## src/rtl/ula_pkg.sv

```systemverilog
// ula_pkg: shared opcode, state and width definitions for the ULA sequencer.
package ula_pkg;
  localparam int DATA_W_DEF = 8;
  localparam int REG_AW_DEF = 2;
  localparam logic [3:0] OP_NOT = 4'd0;
  localparam logic [3:0] OP_AND = 4'd1;
  localparam logic [3:0] OP_OR  = 4'd2;
  localparam logic [3:0] OP_XOR = 4'd3;
  localparam logic [3:0] OP_ADD = 4'd4;
  localparam logic [3:0] OP_SUB = 4'd5;
  localparam logic [3:0] OP_SLR = 4'd6;
  localparam logic [3:0] OP_SRR = 4'd7;
  localparam logic [3:0] OP_MUL = 4'd8;
  localparam logic [3:0] OP_ROL = 4'd9;
  localparam logic [3:0] OP_MAX = OP_ROL;
  typedef enum logic [1:0] {IDLE, READ, EXEC, WB} state_t;
endpackage

```

## src/rtl/ula_regfile.sv

```systemverilog
// ula_regfile: register file with two operand read ports, a debug read port and one write port.
module ula_regfile import ula_pkg::*; #(
  parameter int DATA_W = DATA_W_DEF,
  parameter int REG_AW = REG_AW_DEF
) (
  input  logic              clk,
  input  logic              rst_n,
  input  logic              we,
  input  logic [REG_AW-1:0] waddr,
  input  logic [DATA_W-1:0] wdata,
  input  logic [REG_AW-1:0] a_addr,
  output logic [DATA_W-1:0] a_data,
  input  logic [REG_AW-1:0] b_addr,
  output logic [DATA_W-1:0] b_data,
  input  logic [REG_AW-1:0] dbg_addr,
  output logic [DATA_W-1:0] dbg_data
);
  logic [DATA_W-1:0] r [2**REG_AW];

  always_ff @(posedge clk or negedge rst_n)
    if (!rst_n) r <= '{default: '0};
    else if (we) r[waddr] <= wdata;

  assign a_data   = r[a_addr];
  assign b_data   = r[b_addr];
  assign dbg_data = r[dbg_addr];
endmodule

```

## src/rtl/ula_seq.sv

```systemverilog
// ula_seq: multi-cycle sequencer driving an external combinational ULA over a small register file.
module ula_seq import ula_pkg::*; #(
  parameter int         DATA_W = DATA_W_DEF,
  parameter int         REG_AW = REG_AW_DEF,
  parameter logic [3:0] OP_LIM = OP_MAX
) (
  input  logic              clk,
  input  logic              rst_n,
  input  logic              instr_valid,
  output logic              instr_ready,
  input  logic [3:0]        instr_op,
  input  logic [REG_AW-1:0] instr_ra,
  input  logic [REG_AW-1:0] instr_rb,
  input  logic              cfg_we,
  input  logic [REG_AW-1:0] cfg_addr,
  input  logic [DATA_W-1:0] cfg_data,
  input  logic [REG_AW-1:0] dbg_addr,
  output logic [DATA_W-1:0] dbg_data,
  output logic [DATA_W-1:0] ula_A,
  output logic [DATA_W-1:0] ula_B,
  output logic [3:0]        ula_Seletor,
  input  logic [DATA_W-1:0] ula_S,
  input  logic              ula_ZERO,
  output logic              done,
  output logic              zero_flag,
  output logic              err
);
  state_t            state, nxt;
  logic [3:0]        op_q;
  logic [REG_AW-1:0] ra_q, rb_q, waddr;
  logic [DATA_W-1:0] s_q, rd_a, rd_b, wdata;
  logic              z_q, legal, accept, we;

  assign legal  = op_q <= OP_LIM;
  assign accept = instr_valid && instr_ready;

  always_ff @(posedge clk or negedge rst_n)
    if (!rst_n) state <= IDLE;
    else state <= nxt;

  // cfg and writeback never collide: cfg is only honoured in IDLE
  always_comb begin
    nxt         = state;
    instr_ready = 1'b0;
    done        = 1'b0;
    err         = 1'b0;
    we          = 1'b0;
    waddr       = cfg_addr;
    wdata       = cfg_data;
    case (state)
      IDLE: begin
        instr_ready = 1'b1;
        we          = cfg_we;
        nxt         = instr_valid ? READ : IDLE;
      end
      READ: nxt = EXEC;
      EXEC: nxt = WB;
      WB: begin
        done  = 1'b1;
        err   = !legal;
        we    = legal;
        waddr = ra_q;
        wdata = s_q;
        nxt   = IDLE;
      end
      default: nxt = IDLE;
    endcase
  end

  always_ff @(posedge clk or negedge rst_n)
    if (!rst_n) begin
      op_q        <= '0;
      ra_q        <= '0;
      rb_q        <= '0;
      ula_A       <= '0;
      ula_B       <= '0;
      ula_Seletor <= '0;
      s_q         <= '0;
      z_q         <= 1'b0;
      zero_flag   <= 1'b0;
    end else begin
      if (accept) begin
        op_q <= instr_op;
        ra_q <= instr_ra;
        rb_q <= instr_rb;
      end
      if (state == READ) begin
        ula_A       <= rd_a;
        ula_B       <= rd_b;
        ula_Seletor <= op_q;
      end
      if (state == EXEC) begin
        s_q <= ula_S;
        z_q <= ula_ZERO;
      end
      if (state == WB && legal) zero_flag <= z_q;
    end

  ula_regfile #(.DATA_W(DATA_W), .REG_AW(REG_AW)) u_rf (
    .clk      (clk),
    .rst_n    (rst_n),
    .we       (we),
    .waddr    (waddr),
    .wdata    (wdata),
    .a_addr   (ra_q),
    .a_data   (rd_a),
    .b_addr   (rb_q),
    .b_data   (rd_b),
    .dbg_addr (dbg_addr),
    .dbg_data (dbg_data)
  );
endmodule

```

## config.mk

```make
export PLATFORM = sky130hd
export DESIGN_NAME = ula_seq
export DESIGN_NICKNAME = d
export VERILOG_FILES = /design/src/rtl/ula_pkg.sv /design/src/rtl/ula_regfile.sv /design/src/rtl/ula_seq.sv
export SDC_FILE = /design/constraint.sdc
export NUM_CORES = 1
export LEC_CHECK = 0
export CAP_MARGIN = 20
export CORE_MARGIN = 3
export CORE_UTILIZATION = 52
export DETAILED_ROUTE_END_ITERATION = 8
export HOLD_SLACK_MARGIN = 0.1
export PLACE_DENSITY = 0.87
export SLEW_MARGIN = 40
export SYNTH_ARGS = -nofsm -noshare
export SYNTH_HDL_FRONTEND = slang
export SYNTH_SLANG_ARGS = --single-unit
```

## constraint.sdc

```tcl
create_clock -name clk -period 2.1 [get_ports clk]
set_input_delay 0.525 -clock clk [delete_from_list [all_inputs] [get_ports clk]]
set_output_delay 0.525 -clock clk [all_outputs]
set_load 0.02 [all_outputs]
```

# == Word level (Yosys, flattened, before mapping) ==
# Cells that the tools add are included.
# word_totals
out_inout_bits,32
word_cells,52
regBits,72
# op_classes
mux,20
eq_ne,3
magnitude_cmp,6
bitwise,4
reduce_logical,5
# ops
operator,n
two-way mux 8 bit,8
binary-select mux 8 bit (select 2 bit),3
bitwise mux 32 bit,1
demux 8 bit (select 2 bit),1
">= comparator 3 bit, second input constant",4
inverter 2 -> 3 bit,4
one-hot mux 2 bit (4 select lines),1
"== test 2 bit, second input constant",2
"less-or-equal comparator 4 bit, second input constant",1
two-way mux 1 bit,4
logical AND 1 bit,3
"less-than comparator 3 x 1 -> 1 bit, second input constant",1
"== test 2 x 1 -> 1 bit, second input constant",1
logical NOT 2 bit,1
two-way mux 2 bit,1
one-hot mux 1 bit (2 select lines),1
logical NOT 1 bit,1

# == Logic depth before layout (Yosys ltp) ==
# depth
word_depth,8
depth_mapped,7
mapped_depth_nobuf,6

# == Cells and area by module ==
# A second synthesis with hierarchy kept.
# unflattened
cells_unflattened,208
hier_area_um2,3537.1
# by_module_without_submodules
module,seq_area_each_um2,cells_each,instances,area_per_inst_um2
ula_regfile,800.8,98,1,1779.2
ula_seq,1001.0,110,1,1757.9

# == Worst setup path after synthesis ==
# OpenSTA, ideal clock, no wires.
# synth_timing
path_kind,reg-to-reg
startpoint,register state[0]
endpoint,register u_rf.r[24] in the netlist's numbering
setup_time_ps,125
stages_incl_launch_ff,7
n_path_buf,1
period_less_slack_ps,1942
path_slack_ps,158
arrival_time_ps,1817
cell_sequence,dfrtp_1 > ha_1 > inv_1 > o31ai_4 > and3_1 > buf_6 > mux2_2
# synth_via
elab_chain_cells,8
elab_cells_between_ends,12
cone_classes,order compare: 2; eq/ne: 1; mux: 6; bitwise: 1; reduce/logical: 2
# synth_rtl
element,line_no,text
start: declaration,ula_seq.sv:28,"state_t state, nxt;"
start signal: assignment,ula_seq.sv:39,else state <= nxt;
== test 2 bit,ula_seq.sv:50,case (state)
two-way mux 2 bit,ula_seq.sv:50,
inverter 2 -> 3 bit (not written as such),ula_regfile.sv:22,else if (we) r[waddr] <= wdata;
>= comparator 3 bit (not written as such) or less-than comparator 3 x 1 -> 1 bit (tied branches),ula_regfile.sv:22,
logical AND 1 bit (not written as such),ula_regfile.sv:22,
two-way mux 8 bit (not written as such),ula_regfile.sv:22,
demux 8 bit (select 2 bit),ula_regfile.sv:22,
bitwise mux 32 bit,ula_regfile.sv:22,
end signal: indexed assignment,ula_regfile.sv:22,
end: declaration,ula_regfile.sv:18,logic [DATA_W-1:0] r [2**REG_AW];
# Several ways; a longest one is shown, not always the timed one.
# A chain may end at the register's enable or synchronous reset.

# == Final worst setup path ==
# layout_timing
startpoint,input port dbg_addr[0]
endpoint,output port dbg_data[5]
# layout_via
elab_chain_cells,4
# layout_rtl
element,line_no,text
start: declaration,ula_seq.sv:17,"input logic [REG_AW-1:0] dbg_addr,"
inverter 2 -> 3 bit (not written as such),ula_regfile.sv:26,assign dbg_data = r[dbg_addr];
binary-select mux 8 bit (select 2 bit),ula_regfile.sv:26,
two-way mux 8 bit (not written as such) (2 in series),ula_regfile.sv:26,
end: declaration,ula_seq.sv:18,"output logic [DATA_W-1:0] dbg_data,"
# No other way between the ends. The select of a mux whose other input is x is not followed.

==> summary.md <==
| Metric | Value |
|---|---|
| Status | finished clean |
| Worst slew margin | 0.613 |
| CTS tree | yes |
| Setup crit start kind | primary input |
| Setup ws final | 0.0333 ns |
| Leak | 1.91 nW |
| Detail Route Antenna Nets | 0 |
| Placed cells | 353 |
| Slew Limit Fails | 0 |
| Gate Count Post-Synth | 209 |
| Clock latency on the worst-skew pair | 0.34 ns |
| Mean Syn Cell Area | 16.7 um2 |
| Crit-path cells | clkdlybuf4s15_2 -> buf_6 -> mux4_2 -> buf_6 |
| DP Area | 0.00430 mm2 |
| Post-route minimum period | 2.07 ns |
| Final WL | 7180 um |
| Max Clk Rate | 484 MHz |
| Core Region | 0.00642 mm2 |
| Minimum hold slack | 0.153 ns |
| Gp weighted congestion | 0.793 |
| CP max-delay cell | mux4_2 |
| Non-Filler Cell Area, Final | 0.00452 mm2 |
| Number of I/O pins | 65 |
| Share of layout cells above drive strength 1 | 0.515 |
| I/O Buffers | 64 |
| Total power | 7.39 mW |
| Pre-antenna DRT Iters | 4 |
| Setup tns final | 0 ns |
| Yosys Warn Count | 0 |
| Worst R2R Setup Slack | 0.11 ns |
| Root buffer cell | clkbuf_8 |
| Setup violations, final | 0 |
| Crit. End Element | output port |
| Initial Util | 0.542 |
| Maximum root-to-sink buffer count | 2 |
| Clock-pin slew on the worst setup and hold paths | 0.07 ns |
| Die ar. | 0.00772 mm2 |
| Main synth FF type | dfrtp_1 |
| Die W | 87.8 um |
| Crit path largest cell delay | 0.52 ns |
| Hold buffers post-CTS | 0 |
| First-pass GRT wire length | 12000 um |
| RSZ-0062 raised after global routing | false |
| Drt drc | 0 |
| Vias | 2158 |
| Pwr dens | 1630 mW/mm2 |
| Crit path DAT | 1.54 ns |
| VDD IR-drop max | 786 uV |
| Synth unique cells | 20 |
| # rows | 29 |
| Tot GR Track Use | 0.209 |
| Net Count, Synth | 247 |
| Vias per cell | 5.86 |
| Tcrit/Tclk final | 0.984 |
| Htree depth | 3 |
| Initial antenna violation count | 0 |
| Vias in the first global route | 2361 |
| Cell area after synthesis | 0.00348 mm2 |
| Max-cap viol count | 0 |
| HP Class | in2async |
| CTS buffer count | 9 |
| Congestion Overflow GR | 0 |
| Final Core Density | 0.704 |
| CP most frequent cell | buf_6 |
| Post-DR wirelength/cell | 19.5 um |
| ANT cells | 0 |
| Number of flops mapped to enable cells by yosys | 0 |
| Critical path fanouts, max | 4 |
| Seq cells post-synth | 72 |
| Worst EP required | 1.57 ns |
| Filler cells | 419 |
| Final cell count without fillers | 368 |
| Area Growth Syn to Fin | 29.8% |
| Sequential element share of the synthesized area | 0.517 |
| Critical setup path kind | in2out |
| Worst slack at placement | -0.686 ns |
| DP HPWL | 5410 um |
| Clock Sinks | 72 |
| Initial DRC count | 106 |
| Final nets | 325 |
| Die Y | 87.8 um |
| Slew @ Worst Pin | 0.580 ns |
| Maximum number of pins on one net before global-route repair | 32 |
| Endpoints failing hold | 0 |
| Post-CTS setup buffer count | 0 |
| Clk_skew | 0.0127 ns |
| FFs w/ async S/R, synth | 1.00 |
-- synth_stat cells, types with 2 or more instances --
master    instances  area (um2)
buf_4             2        15.0
mux2i_1           2        20.0
mux2_2           80         901
clkbuf_1          4        15.0
ha_1              5        62.6
mux4_2           24         541
nor2_1            3        11.3
inv_1             3        11.3
buf_2             3        15.0
nand2_2           2        12.5
dfrtp_1          72        1800
-- flip-flops by register name, indices dropped and copies added, names as in the netlist --
name / flops
ula_B: 8
ula_A: 8
ra_q: 2
rb_q: 2
zero_flag: 1
u_rf.r: 32
z_q: 1
ula_Seletor: 4
op_q: 4
state: 2
s_q: 8
-- final timing paths --
check | start | to | depth (start not counted)
min in group clk | s_q[6]$_DFFE_PN0P_ | s_q[6]$_DFFE_PN0P_ | 1
worst min register to register | s_q[6]$_DFFE_PN0P_ | s_q[6]$_DFFE_PN0P_ | 1
max in group asynchronous | rst_n | u_rf.r[17]$_DFFE_PN0P_ | 2
worst max register to register | state[0]$_DFF_PN0_ | u_rf.r[17]$_DFFE_PN0P_ | 6
worst max-delay path | dbg_addr[0] | dbg_data[5] | 4
worst min-delay path | rst_n | ula_B[4]$_DFFE_PN0N_ | 1
-- worst max-delay path: cells and delay by family --
kind	cells	cell delay [ns]
multiplexers	1	0.52
buffers and inverters	3	0.49
-- report_power, final --
group / switching [mW] / total (mW) / internal, mW
combinational: 1.36 / 3.47 / 2.11
sequential: 0.630 / 2.72 / 2.09
clock: 0.477 / 1.20 / 0.726
-- routing by layer --
layer | GRT usage | routed length (um) | vias up
met5 | 0 | 0 | -
met4 | 0.0753 | 144 | 0
met3 | 0.0452 | 199 | 12
met2 | 0.375 | 3960 | 45
met1 | 0.248 | 2870 | 1156
li1 | - | - | 945
-- final cells by class --
class	instances	area, um2	area share
clock buffer	12	155	0.0343
clock inverter	3	65.1	0.0144
inverter	3	11.3	0.00249
multi-input combinational	123	1630	0.361
sequential	72	1800	0.398
tap	77	96.3	0.0213
timing repair buffer	78	758	0.168
-- cells by family after synthesis --
logic type / Yosys count / synth area share
flops: 72 / 0.517
compound gates: 2 / 0.00826
mux: 106 / 0.420
buf+inv: 14 / 0.0205
simple gates: 10 / 0.0165
fa+ha+maj: 5 / 0.0180
-- cell usage in the layout (no fill, tap or decap) --
cell type,instances
dlygate4sd2_1,4
ha_1,3
nand2_1,1
ha_2,1
nand2_2,2
mux2_2,80
bufinv_16,2
clkbuf_1,1
nand3_2,1
mux4_2,24
clkdlybuf4s50_1,50
buf_2,7
dfrtp_1,72
buf_12,3
clkbuf_8,11
buf_6,5
o31ai_4,1
clkdlybuf4s15_2,1
nor2_1,3
o21a_1,1
mux2i_2,1
inv_1,3
and3_4,1
ha_4,1
clkinv_2,1
nand3b_1,1
and2_1,1
buf_4,8
mux2i_1,1
-- timing repair --
action	CTS	global route
hold endpoints to repair	0	0
gates cloned	0	0
gates resized for setup	45	5
setup endpoints to repair	11	9
pin swaps	0	1
(Power assumes the default switching activity.)
